--- src/rtl/mem_port_arbiter.sv ---
// Arbitrates the single-port unified memory between the fetch stage and the memory stage.
// One latched transaction at a time; MEM has priority, bounded by a burst limit while a fetch waits.
module mem_port_arbiter #(
    parameter int unsigned MAX_D_BURST = 4
) (
    input  logic        clk,
    input  logic        rst_n,
    input  logic        IReq,
    input  logic [31:0] IAddr,
    output logic [31:0] IRData,
    output logic        IAck,
    input  logic        DReq,
    input  logic        DWe,
    input  logic [31:0] DAddr,
    input  logic [31:0] DWData,
    output logic [31:0] DRData,
    output logic        DAck,
    output logic        MemReq,
    output logic        MemWe,
    output logic [31:0] MemAddr,
    output logic [31:0] MemWData,
    input  logic [31:0] MemRData,
    input  logic        MemReady,
    output logic        StallIF,
    output logic        StallMEM,
    output logic [1:0]  Grant
);

    typedef enum logic [1:0] {
        IDLE    = 2'b00,
        GRANT_I = 2'b01,
        GRANT_D = 2'b10
    } state_e;

    localparam logic [3:0] DCNT_MAX = 4'(MAX_D_BURST);

    function automatic logic [3:0] sat_inc(input logic [3:0] cnt);
        if (cnt < DCNT_MAX) begin
            sat_inc = cnt + 4'd1;
        end else begin
            sat_inc = DCNT_MAX;
        end
    endfunction

    state_e      state_q, state_d;
    logic [3:0]  dcnt_q, dcnt_d;
    logic [31:0] addr_q, addr_d;
    logic [31:0] wdata_q, wdata_d;
    logic        we_q, we_d;
    logic        burst_ok_s;

    assign burst_ok_s = (dcnt_q < DCNT_MAX);

    // Arbitration decision, request latching and access completion
    always_comb begin
        state_d = state_q;
        dcnt_d  = dcnt_q;
        addr_d  = addr_q;
        wdata_d = wdata_q;
        we_d    = we_q;
        case (state_q)
            IDLE: begin
                if (DReq && (!IReq || burst_ok_s)) begin
                    state_d = GRANT_D;
                    addr_d  = DAddr;
                    wdata_d = DWData;
                    we_d    = DWe;
                    if (IReq) begin
                        dcnt_d = sat_inc(dcnt_q);
                    end else begin
                        dcnt_d = 4'd0;
                    end
                end else if (IReq) begin
                    state_d = GRANT_I;
                    addr_d  = IAddr;
                    wdata_d = 32'h0000_0000;
                    we_d    = 1'b0;
                    dcnt_d  = 4'd0;
                end else begin
                    state_d = IDLE;
                end
            end
            GRANT_I, GRANT_D: begin
                if (MemReady) begin
                    state_d = IDLE;
                end else begin
                    state_d = state_q;
                end
            end
            default: begin
                state_d = IDLE;
            end
        endcase
    end

    // State and latched transaction registers
    always_ff @(posedge clk) begin
        if (!rst_n) begin
            state_q <= IDLE;
            dcnt_q  <= 4'd0;
            addr_q  <= 32'h0000_0000;
            wdata_q <= 32'h0000_0000;
            we_q    <= 1'b0;
        end else begin
            state_q <= state_d;
            dcnt_q  <= dcnt_d;
            addr_q  <= addr_d;
            wdata_q <= wdata_d;
            we_q    <= we_d;
        end
    end

    // Memory side is driven only from the latched registers so it stays stable across wait states
    assign Grant    = state_q;
    assign MemReq   = (state_q != IDLE);
    assign MemAddr  = addr_q;
    assign MemWData = wdata_q;
    assign MemWe    = we_q;

    assign IAck     = (state_q == GRANT_I) && MemReady;
    assign DAck     = (state_q == GRANT_D) && MemReady;
    assign IRData   = MemRData;
    assign DRData   = MemRData;

    assign StallIF  = IReq && !IAck;
    assign StallMEM = DReq && !DAck;

endmodule

--- config.mk ---
export PLATFORM = sky130hd
export DESIGN_NAME = mem_port_arbiter
export DESIGN_NICKNAME = d
export VERILOG_FILES = /design/src/rtl/mem_port_arbiter.sv
export SDC_FILE = /design/constraint.sdc
export NUM_CORES = 1
export LEC_CHECK = 0
export ABC_CLOCK_PERIOD_IN_PS = 1400
export CORE_ASPECT_RATIO = 2
export CORE_UTILIZATION = 31
export CTS_CLUSTER_DIAMETER = 50
export DETAILED_ROUTE_END_ITERATION = 6
export GPL_TIMING_DRIVEN = 0
export PLACE_DENSITY = 0.78
export SYNTH_ARGS = -nofsm -noshare
export SYNTH_HDL_FRONTEND = slang
export SYNTH_SLANG_ARGS = --single-unit
--- constraint.sdc ---
create_clock -name clk -period 1.4 [get_ports clk]
set_input_delay 0.28 -clock clk [delete_from_list [all_inputs] [get_ports clk]]
set_output_delay 0.28 -clock clk [all_outputs]
set_load 0.005 [all_outputs]
* Yosys cells after proc, flatten, opt, wreduce, memory -nomap -nowiden
Cells that the tools add are included.
** Operators by class
- $add $sub $neg :: 1
- Multiply operators :: 0
- Div/mod/pow operators :: 0
- Order comparisons :: 1
- Eq/ne operators :: 3
- Shifts and indexed selects :: 0
- Muxes and demuxes :: 14
- Bitwise operators :: 0
- Reductions and logical operators :: 14
** Operators with widths (count)
- $mux 32 :: 4
- $mux 4 :: 4
- $logic_and 1x1->1 :: 5
- $add 4x1->4 const B :: 1
- $lt 4x3->1 const B :: 1
- $mux 2 :: 2
- $pmux 2 s2 :: 1
- $reduce_bool 2->1 :: 2
- $logic_not 1->1 :: 3
- $mux 1 :: 3
- $eq 2x1->1 const B :: 1
- $eq 2x2->1 const B :: 1
- $logic_not 2->1 :: 1
- $ne 2x2->1 const B :: 1
- $reduce_and 2->1 :: 1
- $reduce_or 2->1 :: 1
- $logic_or 1x1->1 :: 1
** Word-level totals
- Register bits :: 71
- Bits in latches :: 0
- Bits in writable memories :: 0
- Memory bits (read-only) :: 0
- Input bits :: 134
- Output and inout port bits :: 136
- Word-level logic and storage cells :: 38
- Memories kept :: 0

* Logic depth before layout (Yosys ltp)
Gate-level depths: netlist of the first run.
- Depth after elaboration :: 5
- Gate-level depth with buffers :: 7
- Depth with buffers taken out :: 5

* Worst setup path before layout of the first run
No wires, ideal clock.
- Path type :: register to register
- Start point :: register state_q[0] (netlist: Grant[0])
- End point :: register state_q[1] (netlist: Grant[1])
- Library setup time :: 0.070 ns
- Arrival time :: 1.343 ns
- Slack :: -0.013 ns
- Stages on the path, launching flop included :: 6
- Path buffers :: 0
- Clock period less this slack :: 1.413 ns
- Cell sequence :: dfxtp_1 > inv_1 > ha_1 > nor2b_1 > or4_1 > a21oi_1
** On the way
- Longest elaborated chain between the ends :: 3
- Elaborated cells between the ends (all ways) :: 6
- Those cells by class :: eq/ne: 3; mux: 1; reduce/logical: 2
** Ends and longest elaborated chain
- start: declaration :: RTL line 45 : state_e state_q, state_d;
- start signal: assignment :: RTL line 105 : state_q <= state_d;
- $eq 2x1->1 or $eq 2x2->1 (tied branches) :: RTL line 61 : case (state_q)
- $reduce_or 2->1 :: RTL line 61
- $pmux 2 s2 or $ne 2x2->1 (tied branches)
Several ways; a longest one is shown, not always the timed one.
A chain may end at the register's enable or synchronous reset.

* Final worst setup path of the first run
- Start point :: register state_q[1] (netlist: Grant[1])
- End point :: output StallIF
** On the way
- Longest elaborated chain between the ends :: 4
** Ends and longest elaborated chain
- $eq 2x1->1 :: RTL line 120 : assign IAck = (state_q == GRANT_I) && MemReady;
- $logic_and 1x1->1 :: RTL line 120
- $logic_not 1->1 :: RTL line 125 : assign StallIF = IReq && !IAck;
- $logic_and 1x1->1 :: RTL line 125
- end: declaration :: RTL line 24 : output logic StallIF,
Every way passes these cells.

==> reports/results.ini, run 1 <==
[status]
status = finished with violations
violations = negative setup slack

[floorplanning]
die_area_mm2 = 0.0118
die_height_um = 152
chipWidth_um = 77.2
start_util = 0.320
num_rows = 54
ios = 270
core_mm2 = 0.0109

[drt]
num_vias = 4311
dr.pass1.iters = 4
wl_met3_um = 1080
detail-route-antenna-nets = 0
wl_met1_um = 4700
first_iter_violations = 186
wl_met2_um = 8490
drc = 0
viasPerCell = 5.10
routed.top_layer = met4
wl_per_cell_um = 17.6
wirelength_um = 14900

[worst_setup_path]
critical_path_buf_inv_count = 2
start_kind = register
crit_fanout = 3
crit_path_top_delay_cell = dfxtp_4
worst_ep_arrival_time_ns = 1.24
crit_chain = inv_4 -> ha_4 -> and2_4 -> nor2b_1 -> buf_2
cp_slowest_stage_delay_ns = 0.38
crit_required_ns = 1.12
crit_type = reg -> out
end_kind = primary output
crit_family = flip-flops

[final_layout]
antenna_cells = 0
layout.area.seq_mm2 = 0.00143
fin_nets = 839
areaGrowthSynthToFinish_pct = 93.3
final_common_cell = clkdlybuf4s50_1
final_cell_mix = clkdlybuf4s50_1, buf_4, dlygate4sd2_1
fill_cells = 980
multiInputGateArea_mm2 = 0.00164
layout-drive-gt1-share = 0.261
design_area_mm2 = 0.00678

[sta]
slew_violations = 0
clock_skew_ns = 0.00819
timing_hold_violations_final = 0
post-route-period-util = 1.09
final.setup.tns_ns = -0.367
relSlewSlack = 0.486
worst_slew_pin_slew_ns = 0.772
setup_viol = 6
worst_slack_ns = -0.123
fmax_mhz = 657
fin_crit_ns = 1.52
rsz0062_at_grt = true

[synth]
synth_area_leader_cell = dfxtp_1
synthTopCellsByArea = dfxtp_1, buf_4, a21oi_1, o21ai_0, nand4_1
ys.warnings.count = 0
yosysSeqAreaShare = 0.405
netlist_area_mm2 = 0.00351
syn_avg_cell_area_um2 = 7.95
synth.distinct_cells = 24
syn_inst = 441
ys_ff_latch = 71
synth.net_count = 579
netlist.area_leader.share = 0.405

[global_route]
grt_usage = 0.237
grt_pass1_wl_um = 21800
antenna_found_initial = 0
overflow = 0
grt_max_degree = 12
grt_pass1_vias = 4263

[cts]
cts_tree = done
cts_buffers = 9
path_clk_slew_ns = 0.05
clkSinkCount = 71
htreeDepth = 3
root_buffer = clkbuf_16
clk_latency_ns = 0.33
cts_max_path_buffers = 2
cts_hold_buffers = 0

[min_path]
hp-class = in -> reg

[job]
maxCapViolCount = 0

[placed_design]
dp_hpwl_um = 11200
routabilityCongestion = 0.786
portBuffers = 235
placed_area_mm2 = 0.00604

[power_and_ir_drop]
irDropWorstVdd_mv = 0.641
cellPowerDensity_mw_per_mm2 = 940
cellLeakagePower_nw = 2.87

## cells in the mapped netlist
cell      number
nand2_1       39
o21ai_1        1
inv_1          5
dfxtp_1       71
a31oi_1       32
or3b_1         1
buf_6          1
buf_2          9
and3_1         1
buf_1          4
ha_1           4
o21a_1         2
a21oi_1       70
a211o_1        1
or4_1          1
nand4_1       35
buf_4         69
o21ai_2        1
nor3b_2        1
nor2b_1        2
clkbuf_1      24
and2_1         2
o21ai_0       64
nor2_1         1
## worst paths after layout
path,start,to,slack (ns),cells after the start
max,Grant[1],StallIF,-0.12,5
min,IReq,dcnt_q[2],0.26,3
max reg2reg,Grant[0],dcnt_q[0],-0.06,7
min reg2reg,MemWData[19],MemWData[19],0.45,2
## worst min-delay path, cell delays in order
cell     delay, ns
buf_6         0.13
nand4_1       0.07
a21oi_1       0.06
## sequential cells by signal, indices dropped and copies added, names as in the netlist
name	count
Grant	2
MemAddr	32
MemWData	32
MemWe	1
dcnt_q	4
## area by class of cell
cell class | instances | area share
Timing Repair Buffer | 251 | 0.361
Inverter | 5 | 0.00351
Clock buffer | 13 | 0.0369
Sequential cell | 71 | 0.212
Tap cell | 140 | 0.0258
Clock inverter | 3 | 0.00628
Buffer | 105 | 0.113
Multi-Input combinational cell | 258 | 0.242
## cells by family (layout without fill, tap and decap cells)
group / count (synthesis) / after routing / synth area share
adder cells (fa/ha/maj): 4 / 4 / 0.0143
flip-flops: 71 / 71 / 0.405
buffers and inverters: 112 / 377 / 0.199
AND/OR/NAND/NOR: 83 / 83 / 0.122
AO/OA/AOI/OAI: 171 / 171 / 0.259
## routing by layer
layer  GRT usage  up-vias
met5           0        -
met4       0.141        0
met3      0.0563       46
met2       0.458      255
met1       0.214     1977
li1            -     2033
## power breakdown
part | total, W | internal, W | leakage, nW | switching (W)
Sequential | 0.00230 | 0.00220 | 0.588 | 0.000108
Combinational | 0.00181 | 0.00108 | 2.14 | 0.000736
Clock | 0.00225 | 0.00143 | 0.140 | 0.000825
## repair_timing
action	in CTS	in global routing
endpoints found under the setup margin	141	71
cloned	0	6
resized for setup	134	109
buffers inserted	5	5
pin swaps	1	8
hold endpoints to repair	0	0
## stage by stage
stage | total power (W) | hold slack, ns | util | worst slack (ns) | std cells
detailed placement | 0.00394 | 0.447 | 0.551 | -0.718 | 816
floorplan | 0.00294 | 0.418 | - | 0.00891 | 441
global route | 0.00666 | 0.268 | 0.619 | -0.163 | 846
finish | 0.00637 | 0.262 | 0.619 | -0.123 | 846
CTS | 0.00615 | 0.247 | 0.584 | -0.138 | 837
global placement | 0.00390 | 0.442 | 0.551 | -0.684 | 816
Power figures use the tool's default switching activity.
==> run 2: changes to the inputs <==
--- a/config.mk
+++ b/config.mk
@@ -9,9 +9,11 @@
 export CORE_ASPECT_RATIO = 2
 export CORE_UTILIZATION = 31
 export CTS_CLUSTER_DIAMETER = 50
+export CTS_CLUSTER_SIZE = 12
 export DETAILED_ROUTE_END_ITERATION = 6
 export GPL_TIMING_DRIVEN = 0
 export PLACE_DENSITY = 0.78
+export SETUP_SLACK_MARGIN = 0.5
 export SYNTH_ARGS = -nofsm -noshare
 export SYNTH_HDL_FRONTEND = slang
 export SYNTH_SLANG_ARGS = --single-unit
==> reports/results.ini, run 2 (synthesis results as in run 1) <==
[status]
status = finished with violations
violations = negative setup slack

[floorplanning]
ios = 270  ; unchanged
core_mm2 = 0.0109  ; unchanged
die_area_mm2 = 0.0118  ; unchanged
chipWidth_um = 77.2  ; unchanged
start_util = 0.320  ; unchanged
die_height_um = 152  ; unchanged
num_rows = 54  ; unchanged

[global_route]
grt_util_met3 = 0.0545  ; -0.00180
grt-busiest-layer = met2
grt_max_degree = 13  ; +1
antenna_found_initial = 0  ; unchanged
grt_use_met1 = 0.214  ; +0.000266
grt_usage = 0.271  ; +0.0338
grt_pass1_wl_um = 24700  ; +13%
overflow = 0  ; unchanged
grt_pass1_vias = 4951  ; +16%
met2_usage = 0.562  ; +0.105

[drt]
drc = 0  ; unchanged
dr.pass1.iters = 4  ; unchanged
viasPerCell = 5.25  ; +3.1%
first_iter_violations = 195  ; +4.8%
num_vias = 4817  ; +12%
wl_per_cell_um = 19.4  ; +9.9%
detail-route-antenna-nets = 0  ; unchanged
wirelength_um = 17800  ; +19%

[min_path]
worstHoldStart = IReq
whs_path_depth = 3  ; unchanged
hp-class = in -> reg

[cts]
cts_buffers = 9  ; unchanged
cts_hold_buffers = 0  ; unchanged
root_buffer = clkbuf_16
path_clk_slew_ns = 0.05  ; about the same
cts_tree = done
cts_max_path_buffers = 2  ; unchanged
clkSinkCount = 71  ; unchanged
clk_latency_ns = 0.33  ; about the same
htreeDepth = 3  ; unchanged

[sta]
post-route-period-util = 1.10  ; +0.0112
timing_hold_violations_final = 0  ; unchanged
relSlewSlack = 0.438  ; -0.0476
worst_slew_pin_slew_ns = 0.843  ; +0.0714 ns
worst_slack_ns = -0.139  ; -0.0157 ns
setup_viol = 40  ; +34
rsz0062_at_grt = true
clock_skew_ns = 0.00974  ; +0.00155 ns
fmax_mhz = 650  ; -1.0%
fin_crit_ns = 1.54  ; +0.0157 ns
slew_violations = 0  ; unchanged

[worst_setup_path]
worst_ep_arrival_time_ns = 1.26  ; +0.02 ns
rr_startpoint = Grant[0]
reg2regPathDepth = 7  ; unchanged
startpoint = Grant[1]
start_kind = register
crit_required_ns = 1.12  ; about the same
end_kind = primary output
crit_type = reg -> out
crit_fanout = 2  ; -1

[power_and_ir_drop]
power_w = 0.00734  ; +15%
cellLeakagePower_nw = 3.60  ; +25%
cellPowerDensity_mw_per_mm2 = 900  ; -4.2%
irDropWorstVdd_mv = 0.583  ; -9.0%

[final_layout]
layout.area.seq_mm2 = 0.00152  ; +5.7%
final_common_cell = buf_4
fill_cells = 764  ; -22%
areaGrowthSynthToFinish_pct = 133
final_cell_mix = buf_4, clkdlybuf4s50_1, dfxtp_2
fin_nets = 910  ; +8.5%
multiInputGateArea_mm2 = 0.00215  ; +31%
antenna_cells = 0  ; unchanged
layout-drive-gt1-share = 0.616  ; +0.356

[placed_design]
routabilityCongestion = 0.780  ; -0.76%
pre_cts_slack_ns = -0.689  ; +0.0286 ns
portBuffers = 235  ; unchanged
dp_hpwl_um = 11100  ; -1.5%

[job]
maxCapViolCount = 0  ; unchanged

==> run 2: changes by cell type in the layout (fill, tap and decap cells not counted), sizes merged <==
cell	delta
clkinv	+2
clkbuf	-5
clkdlybuf4s15	+63
clkdlybuf4s50	-65
buf	+141
clkinvlp	-1
bufinv	+1
dlygate4sd2	-65
==> run 2: final cells by class <==
type	count	share of cell area
buffer	107	0.106
clock buffer	11	0.0285
clock inverter	5	0.0101
inverter	5	0.00261
multi-input combinational	258	0.264
sequential	71	0.186
tap	140	0.0215
timing repair buffer	320	0.382
==> run 2: critical path: stages (launching register included) <==
cell and delay, ns:
dfxtp_2 0.35, inv_2 0.07, ha_4 0.15, and2_4 0.14, nor2b_1 0.11, buf_2 0.12
==> run 2: timing repair <==
item | CTS | global route
gates cloned | 13 | 1
resized for setup | 691 | 99
pin swaps | 88 | 35
endpoints found under the hold margin | 0 | 0
buffers inserted | 43 | 28
endpoints found under the setup margin | 207 | 143
==> run 2: path summary, 6_finish.rpt <==
path                        to  slack, ns
hold reg to reg   MemWData[27]       0.47
hold / removal       dcnt_q[2]       0.29
setup reg to reg   MemAddr[15]      -0.10
setup / recovery       StallIF      -0.14
==> run 2: per-stage QoR <==
stage | cell area (um^2) | hold slack [ns] | cells | TNS (ns) | utilization
5_1_grt | 8160 | 0.273 | 917 | -4.38 | 0.745
6_report | 8160 | 0.285 | 917 | -2.30 | 0.745
2_1_floorplan | 3650 | 0.422 | 441 | 0 | -
3_3_place_gp | 6180 | 0.442 | 816 | -25.58 | 0.565
3_5_place_dp | 6180 | 0.447 | 816 | -27.22 | 0.565
4_1_cts | 7450 | 0.271 | 888 | -0.446 | 0.681
==> run 2: routing by layer <==
layer	vias to the layer above	part of all wire
met4	0	0.051
li1	2175	-
met5	-	0
met3	60	0.056
met2	283	0.59
met1	2299	0.30
==> run 2: power by group <==
group | internal (W) | switching (W)
registers | 0.00223 | 0.000127
logic | 0.00151 | 0.00105
clock network | 0.00156 | 0.000860
total | 0.00530 | 0.00204
